`src/rtl/uart_data_loader_pkg.sv`:
```
// -----------------------------------------------------------------------------
// uart_data_loader_pkg
//   Shared definitions for the UART data-memory loader: oversampling default,
//   baud-tick divider computation and the state encodings of the receiver FSM
//   and the loader FSM.
// -----------------------------------------------------------------------------
package uart_data_loader_pkg;

   localparam int OVERSAMPLE_DEF = 16;

   // Rounded clock divider giving one oversample tick per DIV system clocks.
   function automatic int divCalc(input int clkHz, input int baud, input int overSample);
      return (clkHz + (baud * overSample) / 2) / (baud * overSample);
   endfunction

   typedef enum logic [1:0] {
      RX_IDLE  = 2'd0,
      RX_START = 2'd1,
      RX_DATA  = 2'd2,
      RX_STOP  = 2'd3
   } rxState_t;

   typedef enum logic [1:0] {
      LD_IDLE = 2'd0,
      LD_LOAD = 2'd1,
      LD_DONE = 2'd2
   } ldState_t;

endpackage

```
`src/rtl/uart_rx_core.sv`:
```
// -----------------------------------------------------------------------------
// uart_rx_core
//   8N1 UART receiver, LSB first, with 2-flop input synchronizer, free-running
//   oversample tick generator and a start/data/stop FSM sampling at mid-bit.
// Ports
//   clk           in   system clock
//   rst           in   synchronous active-high reset
//   rxIn          in   asynchronous serial line, idle high
//   byteValid     out  one-cycle pulse, byteData holds a received byte
//   byteData      out  last received byte
//   frameErrPulse out  one-cycle pulse, stop bit sampled low (byte dropped)
// -----------------------------------------------------------------------------
module uart_rx_core
   import uart_data_loader_pkg::*;
#(
   parameter int CLK_HZ     = 100_000_000,
   parameter int BAUD       = 115200,
   parameter int OVERSAMPLE = OVERSAMPLE_DEF
) (
   input  logic       clk,
   input  logic       rst,
   input  logic       rxIn,
   output logic       byteValid,
   output logic [7:0] byteData,
   output logic       frameErrPulse
);

   localparam int DIV   = divCalc(CLK_HZ, BAUD, OVERSAMPLE);
   localparam int DIV_W = (DIV > 1) ? $clog2(DIV) : 1;
   localparam int OS_W  = $clog2(OVERSAMPLE);
   localparam logic [OS_W-1:0] MID_TICK  = OS_W'(OVERSAMPLE / 2 - 1);
   localparam logic [OS_W-1:0] LAST_TICK = OS_W'(OVERSAMPLE - 1);

   logic             rxMeta;
   logic             rxSync;
   logic [DIV_W-1:0] divCnt;
   logic             tick;
   rxState_t         rxState;
   logic [OS_W-1:0]  tickCnt;
   logic [2:0]       bitCnt;
   logic [7:0]       shiftReg;

   // Synchronizer resets to idle-high so leaving reset never looks like a start bit.
   always_ff @(posedge clk) begin
      if (rst) begin
         rxMeta <= 1'b1;
         rxSync <= 1'b1;
      end else begin
         rxMeta <= rxIn;
         rxSync <= rxMeta;
      end
   end

   always_ff @(posedge clk) begin
      if (rst) begin
         divCnt <= '0;
         tick   <= 1'b0;
      end else if (divCnt == DIV_W'(DIV - 1)) begin
         divCnt <= '0;
         tick   <= 1'b1;
      end else begin
         divCnt <= divCnt + 1'b1;
         tick   <= 1'b0;
      end
   end

   always_ff @(posedge clk) begin
      if (rst) begin
         rxState       <= RX_IDLE;
         tickCnt       <= '0;
         bitCnt        <= '0;
         shiftReg      <= '0;
         byteData      <= '0;
         byteValid     <= 1'b0;
         frameErrPulse <= 1'b0;
      end else begin
         byteValid     <= 1'b0;
         frameErrPulse <= 1'b0;
         case (rxState)
            RX_IDLE: begin
               tickCnt <= '0;
               bitCnt  <= '0;
               if (!rxSync) rxState <= RX_START;
            end
            RX_START: if (tick) begin
               // Re-check the line at mid start bit to reject short glitches.
               if (tickCnt == MID_TICK) begin
                  tickCnt <= '0;
                  rxState <= rxSync ? RX_IDLE : RX_DATA;
               end else begin
                  tickCnt <= tickCnt + 1'b1;
               end
            end
            RX_DATA: if (tick) begin
               if (tickCnt == LAST_TICK) begin
                  tickCnt  <= '0;
                  shiftReg <= {rxSync, shiftReg[7:1]};
                  bitCnt   <= bitCnt + 1'b1;
                  if (bitCnt == 3'd7) rxState <= RX_STOP;
               end else begin
                  tickCnt <= tickCnt + 1'b1;
               end
            end
            RX_STOP: if (tick) begin
               if (tickCnt == LAST_TICK) begin
                  tickCnt <= '0;
                  rxState <= RX_IDLE;
                  if (rxSync) begin
                     byteValid <= 1'b1;
                     byteData  <= shiftReg;
                  end else begin
                     frameErrPulse <= 1'b1;
                  end
               end else begin
                  tickCnt <= tickCnt + 1'b1;
               end
            end
            default: rxState <= RX_IDLE;
         endcase
      end
   end

endmodule

```
`src/rtl/uart_data_loader.sv`:
```
// -----------------------------------------------------------------------------
// uart_data_loader
//   Receives bytes over UART, packs them little-endian into 32-bit words and
//   writes WORD_COUNT words into data memory starting at byte address 0.
// Ports
//   clk         in   system clock
//   rst         in   synchronous active-high reset
//   uart_rx     in   asynchronous serial input, idle high
//   start_load  in   one-cycle pulse arming (or restarting) a load session
//   mem_we      out  one-cycle data-memory write strobe
//   mem_addr    out  byte address = word index * 4
//   mem_wdata   out  assembled word (first byte received in bits 7:0)
//   load_busy   out  session active, CPU clock must be held off
//   load_done   out  all words written; held until next start_load or rst
//   frame_err   out  sticky: a frame error was seen this session
// -----------------------------------------------------------------------------
module uart_data_loader
   import uart_data_loader_pkg::*;
#(
   parameter int CLK_HZ     = 100_000_000,
   parameter int BAUD       = 115200,
   parameter int OVERSAMPLE = OVERSAMPLE_DEF,
   parameter int ADDR_W     = 12,
   parameter int WORD_COUNT = 8
) (
   input  logic              clk,
   input  logic              rst,
   input  logic              uart_rx,
   input  logic              start_load,
   output logic              mem_we,
   output logic [ADDR_W-1:0] mem_addr,
   output logic [31:0]       mem_wdata,
   output logic              load_busy,
   output logic              load_done,
   output logic              frame_err
);

   localparam int WIDX_W = (WORD_COUNT > 1) ? $clog2(WORD_COUNT) : 1;
   localparam logic [WIDX_W-1:0] LAST_WORD = WIDX_W'(WORD_COUNT - 1);

   logic              byteValid;
   logic [7:0]        byteData;
   logic              frameErrPulse;
   ldState_t          ldState;
   logic [1:0]        laneIdx;
   logic [23:0]       laneBuf;
   logic [WIDX_W-1:0] wordIdx;
   logic              finishPending;

   uart_rx_core #(
      .CLK_HZ     (CLK_HZ),
      .BAUD       (BAUD),
      .OVERSAMPLE (OVERSAMPLE)
   ) rxCore (
      .clk           (clk),
      .rst           (rst),
      .rxIn          (uart_rx),
      .byteValid     (byteValid),
      .byteData      (byteData),
      .frameErrPulse (frameErrPulse)
   );

   always_ff @(posedge clk) begin
      if (rst) begin
         ldState       <= LD_IDLE;
         laneIdx       <= '0;
         laneBuf       <= '0;
         wordIdx       <= '0;
         finishPending <= 1'b0;
         mem_we        <= 1'b0;
         mem_addr      <= '0;
         mem_wdata     <= '0;
         load_busy     <= 1'b0;
         load_done     <= 1'b0;
         frame_err     <= 1'b0;
      end else begin
         mem_we <= 1'b0;
         // A start pulse always wins: it restarts from any state and drops
         // any byte arriving in the same cycle along with the partial word.
         if (start_load) begin
            ldState       <= LD_LOAD;
            laneIdx       <= '0;
            laneBuf       <= '0;
            wordIdx       <= '0;
            finishPending <= 1'b0;
            load_busy     <= 1'b1;
            load_done     <= 1'b0;
            frame_err     <= 1'b0;
         end else if (ldState == LD_LOAD) begin
            if (frameErrPulse) frame_err <= 1'b1;
            if (finishPending) begin
               // Last word went out in the previous cycle.
               ldState       <= LD_DONE;
               finishPending <= 1'b0;
               load_busy     <= 1'b0;
               load_done     <= 1'b1;
            end else if (byteValid) begin
               if (laneIdx == 2'd3) begin
                  mem_we    <= 1'b1;
                  mem_wdata <= {byteData, laneBuf};
                  mem_addr  <= ADDR_W'({wordIdx, 2'b00});
                  laneIdx   <= '0;
                  if (wordIdx == LAST_WORD) finishPending <= 1'b1;
                  else                      wordIdx       <= wordIdx + 1'b1;
               end else begin
                  case (laneIdx)
                     2'd0:    laneBuf[7:0]   <= byteData;
                     2'd1:    laneBuf[15:8]  <= byteData;
                     default: laneBuf[23:16] <= byteData;
                  endcase
                  laneIdx <= laneIdx + 1'b1;
               end
            end
         end
      end
   end

endmodule

```
`config.mk`:
```
export PLATFORM = sky130hd
export DESIGN_NAME = uart_data_loader
export DESIGN_NICKNAME = d
export VERILOG_FILES = /design/src/rtl/uart_data_loader_pkg.sv /design/src/rtl/uart_rx_core.sv /design/src/rtl/uart_data_loader.sv
export SDC_FILE = /design/constraint.sdc
export NUM_CORES = 1
export LEC_CHECK = 0
export CAP_MARGIN = 20
export CORE_ASPECT_RATIO = 0.75
export CORE_MARGIN = 5
export CORE_UTILIZATION = 50
export CTS_CLUSTER_SIZE = 12
export DETAILED_ROUTE_END_ITERATION = 8
export PLACE_DENSITY = 0.86
export SLEW_MARGIN = 20
export SYNTH_ARGS = -nofsm -noshare
export SYNTH_HDL_FRONTEND = slang
export SYNTH_SLANG_ARGS = --single-unit
export TNS_END_PERCENT = 20
```
`constraint.sdc`:
```
create_clock -name clk -period 1.3 [get_ports clk]
set_input_delay 0.13 -clock clk [delete_from_list [all_inputs] [get_ports clk]]
set_output_delay 0.13 -clock clk [all_outputs]
set_load 0.05 [all_outputs]
```
==> results.cfg, run 1 <==
[detailed_routing]
first_iter_violations = 354
wl_per_cell_um = 19.7
drc = 0
drt-total-wl_um = 12600
via_count = 3871
vias_per_cell = 6.05
postRouteAntennaNets = 0
firstDrtPassIters = 5

[power]
internal-power_uw = 4670
combPwrFrac_pct = 4.1
cellPowerDensity_nw_per_um2 = 1020
p_switching_uw = 1400
peakVddDrop_mv = 0.661
clkPwrFrac_pct = 42.5
pwr-share-seq_pct = 53.4
power_leakage_uw = 0.00229
switching_share_pct = 23.1

[clock_tree]
cts_sinks = 105
insertion_delay_ns = 0.35
htreeDepth = 3
cts_buffer_depth = 2
cts_tree = built
numCtsBuffers = 9
clkTransAtPathRegs_ns = 0.07
cts-root-buf = clkbuf_16

[floorplan]
die_w_um = 117
io_pins = 52
dieArea_um2 = 10600
num_rows = 29
coreArea_um2 = 8450
die_y_um = 90.6
start_util_pct = 51.2

[layout]
fin_nets = 542
drive_above_1_share_pct = 28.2
synthToLayoutAreaGrowth_pct = 37.3
final_area_um2 = 5940
regArea_um2 = 2120
n_fill_cell = 554
multi_input_area_um2 = 2130
insertedDiodeCount = 0

[worst_setup_path]
arrival_ns = 1.74
startpoint_type = flip-flop
reg2reg_to = wordIdx[0]
r2r_slack_ns = -0.18
r2r-start = wordIdx[0]
path_class = flip-flop to flip-flop
worstPathMaxFanout = 2
crit_path_end_kind = flip-flop
cp.required_ns = 1.56
reg2reg_depth = 5

[timing]
fin_ws_ns = -0.183
finalSetupViolations = 50
hold_viol = 0
whs_ns = 0.245
rsz0062_at_grt = yes
finalCriticalPeriod_ns = 1.48
skew_ns = 0.00643
fmax_mhz = 674
finalCritPeriodShare_pct = 114
timing.final.max_slew_violations = 0

[logic_synthesis]
yosysMostFrequentCell = dfxtp_1
ys_top_cells_by_count = 105 x dfxtp_1, 48 x o21ai_0, 41 x mux2i_1, 41 x nand2_1, 37 x a21oi_1
synth-seq-cells = 105
yosysSeqAreaShare_pct = 48.6
synth_top_flop_cell = dfxtp_1
synth_area_leaders = dfxtp_1 49%, mux2i_1 9.5%, o21ai_0 5.6%
yosys.area.top_type_share_pct = 48.6
ys_types = 46
yosysTopAreaCell = dfxtp_1
syn-instance-count = 462
syn_area_per_cell_um2 = 9.37
netlist_area_um2 = 4330
synth_edf_count = 0
synth_warnings = 0
synthArstFlopShare_pct = 0

[run]
maxCapViolations = 0

[hold_path]
hold_path.class = input port to flip-flop
holdCritStartpoint = rst
worst_hold_path.endpoint = rxCore.rxSync
holdPathStages = 2

[place]
place_ws_ns = -0.270
dpl_cell_area_um2 = 5460
place.gp.congestion = 0.868
portBuffers = 42
hpwl_um = 7690

[global_route]
grt-ovfl-total = 0
grt_pass1_wl_um = 19600
grt_max_degree = 28
grt_pass1_vias = 3753
antenna_found_initial = 0
grtUsageTotal_pct = 22.5

[run_status]
violations = setup timing
outcome = finished, violations left
-- power groups by stage --
stage	Combinational (µW)	Clock [µW]	Sequential, µW
after floorplan	178	0	3320
after global placement	224	0	3310
after detailed placement	232	0	3310
after CTS	238	2590	3240
after global routing	262	2710	3240
final	249	2580	3240
-- worst max-delay path: stages, from the launching register on --
cell      delay (ns)
dfxtp_2         0.33
ha_1            0.20
ha_2            0.18
nand2b_4        0.14
or3_1           0.33
a21oi_1         0.21
-- how the worst max path moves through the flow --
stage / from / endpoint / slack, ns / cells after the start
after global routing: wordIdx[0] / wordIdx[0] / -0.22 / 5
after detailed placement: start_load / laneBuf[17] / -0.27 / 6
after floorplan: rxCore.tickCnt[0] / rxCore.byteData[0] / -0.04 / 4
after CTS: ldState[1] / laneBuf[17] / -0.08 / 5
after global placement: start_load / laneBuf[3] / -0.09 / 6
final: wordIdx[0] / wordIdx[0] / -0.18 / 5
-- what timing repair did --
action / in CTS / in global routing
gates resized for setup: 45 / 21
setup buffers: 1 / 0
hold buffers: 0 / 0
endpoints found under the setup margin: 81 / 93
pin swaps: 8 / 7
endpoints found under the hold margin: 0 / 0
-- sequential cells by signal, summed over array words and instances, names as in the netlist, named ones only --
register	count
laneIdx	2
frame_err	1
laneBuf	24
mem_addr	3
rxCore.shiftReg	8
wordIdx	3
rxCore.bitCnt	3
rxCore.frameErrPulse	1
rxCore.rxState	1
rxCore.divCnt	6
ldState	2
finishPending	1
rxCore.byteData	8
rxCore.tickCnt	4
mem_we	1
rxCore.rxMeta	1
rxCore.tick	1
rxCore.byteValid	1
mem_wdata	32
rxCore.rxSync	1
-- metrics by stage --
stage | utilization, % | TNS (ns) | total power (µW) | cells
3_3_place_gp | 64.6 | -3.02 | 3540 | 623
6_report | 70.3 | -2.25 | 6070 | 640
4_1_cts | 69.6 | -0.878 | 6060 | 640
2_1_floorplan | - | -0.476 | 3500 | 470
3_5_place_dp | 64.6 | -9.60 | 3550 | 623
5_1_grt | 70.3 | -5.31 | 6220 | 640
-- cell families (layout without fill, tap and decap cells) --
kind of cell	Yosys count	in the layout	share of synthesized area (%)
adder cells (fa/ha/maj)	11	11	3.18
multiplexers	41	41	9.49
AND/OR/NAND/NOR	145	145	18.6
other	1	9	0.0867
buffers and inverters	53	115	6.22
flip-flops	105	105	48.6
AO/OA/AOI/OAI	101	101	12.8
XOR/XNOR	5	5	1.01
-- placed cells by master (no fill, tap or decap), types with 2 or more instances in the layout --
cell type / Yosys / layout
nor2b_2: 0 / 2
nand4b_1: 7 / 7
nand2b_1: 20 / 19
ha_1: 11 / 6
mux2i_2: 0 / 3
a31oi_1: 4 / 3
buf_4: 11 / 37
inv_1: 9 / 9
nand2_1: 41 / 41
ha_2: 0 / 3
nand4_1: 23 / 23
mux2i_1: 41 / 37
dfxtp_2: 0 / 10
a311oi_1: 3 / 3
or3_1: 3 / 3
or2_2: 3 / 3
conb_1: 1 / 9
ha_4: 0 / 2
xor2_1: 3 / 3
buf_6: 2 / 7
dfxtp_4: 0 / 2
inv_6: 0 / 2
xnor2_1: 2 / 2
dfxtp_1: 105 / 93
clkbuf_16: 0 / 9
buf_12: 0 / 43
o21ai_2: 0 / 2
o21ai_1: 0 / 9
a21oi_2: 0 / 7
nand3b_1: 3 / 3
a21oi_1: 37 / 30
o21ai_0: 48 / 36
nor2_1: 14 / 14
nand3_1: 10 / 10
clkdlybuf4s50_1: 0 / 2
nor2b_1: 10 / 8
-- per-layer routing --
metal	vias to the layer above	routed length, µm	global-route usage [%]
li1	1729	-	-
met1	1868	4990	27.7
met2	222	6080	37.1
met3	52	1030	6.39
met4	0	497	8.99
met5	-	0	0
-- area by class of cell --
type                    instances  area share [%]
inverters                       9           0.569
flip-flops and latches        105            35.7
well taps                     108            2.28
multi-input cells             312            35.8
clock inverters                 5           0.611
repair buffers                 90            20.9
clock buffers                  11            4.09
Note: power is estimated with default switching activity, not from simulation.
==> inputs of run 2 (changes only) <==
Settings changed: DONT_BUFFER_PORTS from default to 1, PLACE_DENSITY 0.86 to 0.78.
==> run 2 against run 1 <==
  * Combinational power decreased by 13%
  * The flow still finishes with violations (setup timing)
  * Count of clock-buffer cells in the layout unchanged
  * Setup slack improved by 0.13 ns
==> results.cfg, run 2 (same netlist as run 1, synthesis figures left out) <==
[run]
maxCapViolations = 0

[layout]
utilization_pct = 65.8
multi_input_area_um2 = 2160
n_fill_cell = 634
largest_register = mem_wdata
fin_nets = 541
most-common-layout-cells = 94 x dfxtp_1, 60 x buf_4, 41 x nand2_1, 40 x mux2i_1, 33 x o21ai_0
instances_no_fill = 639
regArea_um2 = 2120
drive_above_1_share_pct = 25.2
layout_commonest_cell = dfxtp_1
synthToLayoutAreaGrowth_pct = 28.5
reg_top3 = mem_wdata (32), laneBuf (24)
insertedDiodeCount = 0
largest_reg_flops = 32

[global_route]
grt_pass1_vias = 3593
grt_pass1_wl_um = 17400
antenna_found_initial = 0
grt_max_degree = 72
grtUsageTotal_pct = 19.8
grt-ovfl-total = 0

[worst_setup_path]
arrival_ns = 1.62
crit_path_end_kind = flip-flop
critPathLaunch = ldState[1]
cp.required_ns = 1.57
r2r-start = ldState[1]
startpoint_type = flip-flop
worstPathMaxFanout = 8
path_class = flip-flop to flip-flop

[detailed_routing]
via_count = 3638
wl_per_cell_um = 16.8
postRouteAntennaNets = 0
drt-total-wl_um = 10700
firstDrtPassIters = 4
vias_per_cell = 5.69
first_iter_violations = 292
drc = 0

[clock_tree]
cts_tree = built
clkTransAtPathRegs_ns = 0.07
cts_buffer_depth = 2
numCtsBuffers = 9
htreeDepth = 3
cts-root-buf = clkbuf_16
cts_sinks = 105
insertion_delay_ns = 0.35

[timing]
rsz0062_at_grt = yes
finalSetupViolations = 15
finalCriticalPeriod_ns = 1.36
finalCritPeriodShare_pct = 104
skew_ns = 0.00741
hold_viol = 0
timing.final.max_slew_violations = 0
fin_ws_ns = -0.0558
fmax_mhz = 738

[run_status]
violations = setup timing
outcome = finished, violations left

[hold_path]
hold_path.class = input port to flip-flop
holdCritStartpoint = rst

[floorplan]
die_y_um = 90.6
num_rows = 29
die_w_um = 117
io_pins = 52
coreArea_um2 = 8450
start_util_pct = 51.2
dieArea_um2 = 10600

[power]
peakVddDrop_mv = 0.770
power_leakage_uw = 0.00219
cellPowerDensity_nw_per_um2 = 1090

[place]
portBuffers = 0
hpwl_um = 6820
dp_cells = 606
place.gp.congestion = 0.781
==> run 2: changes by cell type in the layout (fill, tap and decap cells not counted), sizes merged <==
| cell | change |
|---|---|
| dlygate4sd3 | +15 |
| inv | -1 |
| buf | -14 |
| clkinvlp | +1 |
| clkdlybuf4s50 | -2 |
==> run 2: worst paths after layout <==
check	endpoint	slack, ns	cells after the start
max reg2reg	laneBuf[23]	-0.06	5
max	laneBuf[23]	-0.06	5
min reg2reg	laneBuf[3]	0.47	2
min	mem_wdata[30]	0.005	2
==> run 2: where the power goes <==
| part | switching [µW] | total (µW) | leakage, µW | internal (µW) |
|---|---|---|---|---|
| Combinational | 145 | 216 | 0.00120 | 71.6 |
| Clock | 1210 | 2620 | 0.000140 | 1410 |
| Sequential | 15.4 | 3240 | 0.000853 | 3220 |
==> run 2: through the flow <==
stage | hold slack [ns] | area (µm²) | TNS [ns] | power [µW] | setup WS (ns)
finish | 0.00517 | 5560 | -0.317 | 6080 | -0.0558
global route | 0.0173 | 5560 | -2.44 | 6260 | -0.156
floorplan | 0.234 | 4370 | -0.476 | 3500 | -0.0369
global placement | 0.200 | 4870 | -0.480 | 3480 | -0.0276
detailed placement | 0.209 | 4870 | -2.83 | 3490 | -0.116
CTS | -0.162 | 5430 | -0.148 | 6070 | -0.0605
==> run 2: per-layer routing <==
metal | GRT usage [%] | vias to the layer above | share of wire (%)
met2 | 31.6 | 106 | 48
met3 | 5.76 | 26 | 5.6
li1 | - | 1742 | -
met4 | 8.70 | 0 | 2.5
met5 | 0 | - | 0
met1 | 24.9 | 1764 | 44
==> run 2: worst max-delay path: stages, from the launching register on <==
cell and delay (ns):
dfxtp_4 0.36, and4bb_1 0.27, buf_6 0.14, and2_4 0.16
buf_12 0.13, mux2i_1 0.22
==> run 2: layout make-up <==
type	instances	area share, %
well taps	108	2.43
multi-input cells	312	38.8
clock buffers	11	4.54
inverters	9	0.607
repair buffers	89	14.7
flip-flops and latches	105	38.2
clock inverters	5	0.675
==> run 2: what timing repair did <==
action                                  in CTS  in global routing
pin swaps                                    6                  7
resized for setup                           30                 40
hold buffers                                13                  3
endpoints found under the hold margin       49                 36
setup buffers                                1                  0
gates cloned                                 0                  0
endpoints found under the setup margin      71                 87
==> inputs of run 3 (changes only) <==
Settings changed: SETUP_SLACK_MARGIN from default to 0.3.
==> run 3 against run 2 <==
  * The run ends with hold timing, setup timing left
  * Fmax down 1.7%
  * Die area unchanged
  * Clock skew up 0.0020 ns
  * Largest cell class unchanged
==> results.cfg, run 3 (same netlist as run 1, synthesis figures left out) <==
[layout]
most-common-layout-cells = 57 x dfxtp_1, 41 x nand2_1, 39 x mux2i_1, 39 x dfxtp_2, 36 x buf_6
synthToLayoutAreaGrowth_pct = 38.5
multi_input_area_um2 = 2360
largest_register = mem_wdata
insertedDiodeCount = 0
drive_above_1_share_pct = 41.8
regArea_um2 = 2180
largest_reg_flops = 32
layout_commonest_cell = dfxtp_1
n_fill_cell = 530
final_area_um2 = 5990
fin_nets = 536
reg_top3 = mem_wdata (32), laneBuf (24)

[clock_tree]
clkTransAtPathRegs_ns = 0.07
cts_tree = built
cts_buffer_depth = 2
htreeDepth = 3
numCtsBuffers = 9
insertion_delay_ns = 0.35
cts_hold_buf = 1
cts_sinks = 105
cts-root-buf = clkbuf_16

[timing]
whs_ns = -0.146
tns_ns = -0.987
timing.final.max_slew_violations = 0
fmax_mhz = 725
finalCritPeriodShare_pct = 106
rsz0062_at_grt = yes
hold_viol = 41
fin_ws_ns = -0.0788
skew_ns = 0.00938
finalSetupViolations = 26
finalCriticalPeriod_ns = 1.38

[detailed_routing]
via_count = 3639
wl_per_cell_um = 18.4
postRouteAntennaNets = 0
firstDrtPassIters = 5
drt-total-wl_um = 11600
drc = 0
first_iter_violations = 370
vias_per_cell = 5.74

[place]
place.gp.congestion = 0.796
hpwl_um = 6520
portBuffers = 0
dpl_cell_area_um2 = 4820

[floorplan]
num_rows = 29
dieArea_um2 = 10600
die_w_um = 117
die_y_um = 90.6
coreArea_um2 = 8450
io_pins = 52
start_util_pct = 51.2

[worst_setup_path]
arrival_ns = 1.65
worstPathMaxFanout = 4
cp.required_ns = 1.57
startpoint_type = flip-flop
crit_path_end_kind = flip-flop
path_class = flip-flop to flip-flop

[run_status]
outcome = finished, violations left
violations = hold timing, setup timing

[power]
cellPowerDensity_nw_per_um2 = 1010
peakVddDrop_mv = 0.942
power_leakage_uw = 0.00226

[global_route]
grt_max_degree = 72
grtUsageTotal_pct = 21.1
antenna_found_initial = 0
grt_pass1_vias = 3601
grt_pass1_wl_um = 18400
grt-ovfl-total = 0

[run]
maxCapViolations = 0

[hold_path]
hold_path.class = input port to flip-flop
run 3: area by class of cell:
class	instances	area share, %
multi-input cells	312	39.4
clock buffers	13	4.34
inverters	9	0.564
repair buffers	84	16.5
flip-flops and latches	105	36.5
well taps	108	2.26
clock inverters	3	0.418
run 3: routing by layer:
| layer | track usage (%) | up-vias | wire length (µm) |
|---|---|---|---|
| met5 | 0 | - | 0 |
| met4 | 7.92 | 0 | 256 |
| met3 | 7.26 | 27 | 752 |
| met2 | 33.5 | 134 | 5670 |
| met1 | 26.6 | 1749 | 4960 |
| li1 | - | 1729 | - |
run 3: critical path, stage by stage (launching register included):
cell,delay (ns)
dfxtp_2,0.33
nand4bb_4,0.29
buf_6,0.18
or3_1,0.36
a21oi_1,0.14
run 3: per-stage QoR:
stage          utilization [%]  cells  power, µW  setup slack, ns  hold WS [ns]
2_1_floorplan                -    470       3500           0.0347         0.234
3_3_place_gp              57.1    597       3480         -0.00620         0.201
3_5_place_dp              57.1    597       3480          -0.0785         0.203
4_1_cts                   67.7    630       6040          -0.0108        -0.166
5_1_grt                   70.9    634       6220           -0.120        -0.169
6_report                  70.9    634       6020          -0.0788        -0.146
run 3: what timing repair did:
action	CTS	global route
setup buffers	12	4
gates resized for setup	162	71
gates cloned	4	0
pin swaps	71	42
setup endpoints to repair	139	128
hold endpoints to repair	49	46
run 3: final timing paths:
check,start,end,cells past startpoint,slack [ns]
max,finishPending,wordIdx[0],4,-0.08
min,rst,rxCore.bitCnt[0],1,-0.15
max reg2reg,finishPending,wordIdx[0],4,-0.08
min reg2reg,rxCore.rxMeta,rxCore.rxSync,1,0.42
run 3: power by group:
group	switching (µW)	total [µW]	internal, µW
Sequential	18.0	3230	3210
Clock	1180	2590	1410
Combinational	136	206	69.8
Total	1330	6020	4700
==> patch 1 (config.mk and constraints of run 3) <==
Set the parameter `WORD_COUNT` to 4 (it was 8).
--- a/src/rtl/uart_data_loader.sv
+++ b/src/rtl/uart_data_loader.sv
@@ -23,3 +23,3 @@
    parameter int ADDR_W     = 12,
-   parameter int WORD_COUNT = 8
+   parameter int WORD_COUNT = 4
 ) (
Check against the original RTL: same outputs for any inputs over 4 cycles, from zero or initial values and one cycle with rst high; that may be too few to reach the edited logic, so the function may still have changed.
==> patch 1 against run 3 <==
The run still ends with negative hold slack, negative setup slack left. Non-clock buffer count fell by 13. Area after synthesis rose by 1.9%. Global-route usage fell by 4.0 points. Final area fell by 5.5%. Count of clock-buffer cells in the layout fell by 2. Routed wire length fell by 20%. Sequential share of layout area rose by 0.49 points. Cell count fell by 4.9%. Sequential cell count fell by 2. Via count fell by 14%. Power rose by 6.6%. Worst setup slack got worse by 16 ps. Synthesized cell count fell by 5.8%.
==> patch 1: results (changes against run 3) <==
pre-CTS setup slack=-149 ps (-70.1 ps); Psw=1310 uW (-1.2%); Yosys cell types=48 (+4.3%); met1 WL=4230 microns (-15%); Compound-Gate Fraction of Synth Area=4.17% (-8.6 points); setup tns final=-1990 ps (-1000 ps); GR met3 Demand/Resource=6.09% (-1.2 points); sequential element share of the synthesized area=46.8% (-1.8 points); fill cell count=640 (+21%); worst-path fanout max=9 (+5); clock-pin slew on the worst setup and hold paths=70 ps (about the same); GR Util met1=21.4% (-5.2 points); initial DRC count=90 (-76%); Worst path max stage delay=340 ps (-20 ps); met2 WL post-DR=4470 microns (-21%); Hold WS=-146 ps (-0.342 ps); met3 WL=487 microns (-35%); placed instance area=0.00485 sq mm (+0.62%); largest cells by area after synthesis=dfxtp_1, mux2i_1, nand2b_1; Synth Area in XOR/XNOR=0.994% (-0.018 points); # diodes=0 (unchanged); placed wire-length estimate=5760 microns (-12%); Fin. Hold Viols=18 (-56%); final worst slack=-94.6 ps (-15.8 ps); slowest CP cell=dfxtp_4; cell type with the highest aggregate area in the netlist=dfxtp_1; Worst EP arrival=1670 ps (+20 ps); hold buffers post-CTS=2 (+1); largest net degree at the start of global routing=100 (+39%); status=finished with violations; area of the multi-input gates=0.00226 sq mm (-4.2%); first-pass GRT wire length=15200 microns (-17%); vias in the first global route=3159 (-12%); final wirelength=9300 microns (-20%); Worst Clk Skew=7.80 ps (-1.58 ps); # nets final=504 (-6.0%); failing checks=negative hold slack, negative setup slack; endpoints failing setup=49 (+88%); met2 usage=28.5% (-5.0 points); maximum VDD drop=0.958 mV (+1.7%); Inst Count DP=578 (-3.2%); Adder-Cell Fraction of Synth Area=2.84% (-0.34 points); GRT Util Overall=17.1% (-4.0 points); Static Leakage=0.00219 uW (-3.1%); routability cong.=0.765 (-3.9%); Synth top cells by count=dfxtp_1, nand2b_1, mux2i_1; Gate Count Post-Synth=435 (-5.8%); drt wl/cell=15.4 microns (-16%); mux cell area share after synthesis=17.5% (+8.0 points); layout cells sized above 1=27.1% (-15 points); DR vias=3123 (-14%)
## patch 1: changes by cell type after synthesis, moves of 3 or more
cell / change
nand4_1: -21
nand4b_1: -5
o21ai_0: -45
nor2b_1: -8
a21oi_1: -32
mux2i_1: +36
nor3_1: +4
buf_2: -4
nand2b_1: +59
clkbuf_1: -4
buf_12: +3
## patch 1: cell type report
cell class / count / share of cell area, %
clock buffers: 11 / 4.66
clock inverters: 5 / 1.53
inverters: 9 / 0.597
multi-input cells: 296 / 40.0
flip-flops and latches: 103 / 37.0
well taps: 108 / 2.39
repair buffers: 71 / 13.9
## patch 1: power groups by stage
| stage | clock network [uW] | logic (uW) | registers, uW |
|---|---|---|---|
| after detailed placement | 0 | 179 | 3250 |
| after floorplan | 0 | 201 | 3260 |
| after CTS | 3110 | 194 | 3180 |
| after global routing | 3240 | 219 | 3180 |
| final | 3040 | 203 | 3180 |
| after global placement | 0 | 175 | 3250 |
## patch 1: worst register-to-register path, stage by stage, from the launching register on
cell	delay, ps
dfxtp_4	340
and4bb_2	340
and3_4	270
clkbuf_16	190
mux2i_1	190
## patch 1: cells by family (layout without fill, tap and decap cells)
family	count (synthesis)	after routing
other	1	10
xor gates and xnor gates	5	5
adders and majority gates	10	10
DFF	103	103
muxes	77	77
and+or+nand+nor	168	168
AOI/OAI and AO/OA	26	26
buffers and inverters	45	96
## patch 1: what timing repair did
item	in CTS	in global routing
pin swaps	19	25
buffers inserted	2	4
resized for setup	72	27
setup endpoints to repair	135	134
gates cloned	0	1
endpoints found under the hold margin	51	42
## patch 1: worst paths after layout
path	startpoint	end	slack [ps]	cells past startpoint
worst min-delay path	rst	frame_err	-150	1
worst max-delay path	ldState[1]	mem_wdata[28]	-90	4
worst max register to register	ldState[1]	mem_wdata[28]	-90	4
worst min register to register	rxCore.rxMeta	rxCore.rxSync	420	1
==> patch 2 (config.mk and constraints of run 3) <==
Without the edit above. The 4 states of `rxState_t` get a Gray code encoding in 2 bits.
--- a/src/rtl/uart_data_loader_pkg.sv
+++ b/src/rtl/uart_data_loader_pkg.sv
@@ -16,6 +16,6 @@
    typedef enum logic [1:0] {
-      RX_IDLE  = 2'd0,
-      RX_START = 2'd1,
-      RX_DATA  = 2'd2,
-      RX_STOP  = 2'd3
+      RX_IDLE  = 2'b00,
+      RX_START = 2'b01,
+      RX_DATA  = 2'b11,
+      RX_STOP  = 2'b10
    } rxState_t;
Check against the original RTL: same outputs for any inputs over 4 cycles, from zero or initial values and one cycle with rst high; so few cycles prove little.
==> patch 2 against run 3 <==
The run still ends with negative hold slack, negative setup slack left. Die area is 0.10% higher. Combinational power is 14% lower. Maximum frequency is 2.1% lower. Routed wire length is 5.1% lower. Final area is 4.5% lower. Power is 11% higher. Sequential cell count stayed put. Area after synthesis is 0.12% higher. Worst setup slack worse by 30 ps. Critical endpoint is now laneBuf[23]. Largest cell class unchanged. Largest power group is now clock.
==> patch 2: results (changes against run 3) <==
mux cell area share after synthesis=9.47% (-0.011 points); largest cells by area after synthesis=dfxtp_1, mux2i_1, o21ai_0; endpoints failing setup=61 (+130%); final worst slack=-109 ps (-29.8 ps); placed wire-length estimate=6690 microns (+2.6%); Synth Area in XOR/XNOR=1.01% (-0.0012 points); placed instance area=0.00488 sq mm (+1.2%); status=finished with violations; sequential element share of the synthesized area=48.5% (-0.056 points); largest net degree at the start of global routing=71 (-1.4%); Adder-Cell Fraction of Synth Area=3.18% (-0.0037 points); Fin. Hold Viols=39 (-4.9%); H-tree level count=3 (unchanged); vias in the first global route=3597 (-0.11%); clock-pin slew on the worst setup and hold paths=70 ps (about the same); maximum VDD drop=0.882 mV (-6.3%); first-pass GRT wire length=18100 microns (-1.2%); # nets final=532 (-0.75%); Yosys cell types=45 (-2.2%); layout cells sized above 1=31.2% (-11 points); initial DRC count=358 (-3.2%); worst-path fanout max=8 (+4); DRT Pass-1 Iters=4 (-1); FF-to-FF End=laneBuf[23]; hold buffers post-CTS=1 (unchanged); routability cong.=0.801 (+0.67%); ys async rst share=0% (unchanged); vias per cell=5.67 (-1.2%); failing checks=negative hold slack, negative setup slack; Static Leakage=0.00218 uW (-3.7%); Compound-Gate Fraction of Synth Area=13.4% (+0.62 points); Worst EP arrival=1680 ps (+30 ps); GRT Util Overall=20.5% (-0.68 points); final wirelength=11000 microns (-5.1%); Hold EP=rxCore.rxState[0]; hold path startpoint=rst; Hold WS=-144 ps (+1.38 ps); Synth top cells by count=dfxtp_1, o21ai_0, mux2i_1; Max clock buf depth=2 (unchanged); Worst Clk Skew=5.84 ps (-3.54 ps); hold depth=1 (unchanged)
patch 2: cell count changes after synthesis, sizes merged, moves of 3 or more:
cell / before / now
o21ai: 48 / 51
o31ai: 0 / 3
clkbuf: 18 / 21
a311oi: 3 / 0
o211ai: 0 / 3
a31oi: 4 / 1
nand3: 11 / 8
patch 2: layout make-up:
cell class                      instances  area (sq um)
Sequential cell                       105          2130
Timing Repair Buffer                   82           857
Tap cell                              108           135
Clock buffer                           11           264
Multi-Input combinational cell        308          2180
Inverter                               11          41.3
Clock inverter                          5           108
Fill cell                             573          2740
patch 2: report_power, final:
group / switching [uW] / internal [uW] / total [uW] / leakage [uW]
Clock: 1200 / 2060 / 3270 / 0.000181
Combinational: 122 / 55.7 / 177 / 0.00114
Sequential: 15.6 / 3220 / 3240 / 0.000856
patch 2: metal layers:
layer	vias to the layer above	wire length, microns	global-route usage, %
li1	1701	-	-
met5	-	0	0
met3	14	680	4.51
met2	124	5480	34.4
met4	0	155	7.35
met1	1735	4720	25.8
patch 2: logic make-up (layout without fill, tap and decap cells):
family          count (synthesis)  count (layout)
fa+ha+maj                      11              11
other cells                     1               9
mux                            41              41
compound gates                105             105
flops                         105             105
buf+inv                        56             109
xor+xnor                        5               5
simple gates                  137             137
patch 2: stage by stage:
stage                     TNS [ps]  utilization (%)  total power, uW  std cells  worst slack [ps]
after floorplan              -2570                -             3490        469              -129
after global placement       -1600             57.7             3470        606             -56.6
after detailed placement     -5500             57.7             3470        606              -153
after CTS                    -2400             66.3             6680        629             -97.2
after global routing         -7700             67.6             6820        630              -160
final                        -2790             67.6             6680        630              -109
patch 2: timing repair:
| item | CTS | global route |
|---|---|---|
| endpoints found under the hold margin | 47 | 41 |
| gates cloned | 1 | 0 |
| setup buffers | 5 | 1 |
| pin swaps | 28 | 20 |
| resized for setup | 94 | 36 |
| endpoints found under the setup margin | 129 | 138 |
patch 2: worst max path at each step:
stage / depth (start not counted) / to / slack [ps] / start
finish: 4 / laneBuf[23] / -110 / finishPending
detailed placement: 5 / wordIdx[0] / -150 / wordIdx[0]
CTS: 4 / laneBuf[21] / -100 / ldState[1]
floorplan: 4 / rxCore.byteData[0] / -130 / rxCore.tickCnt[1]
global placement: 5 / mem_wdata[12] / -60 / laneIdx[0]
global route: 5 / mem_wdata[19] / -160 / finishPending
patch 2: worst max-delay path: stages, from the launching register on:
cell and delay (ps):
dfxtp_4 360, nor4bb_4 290, buf_6 200, and2_4 250
mux2i_1 230
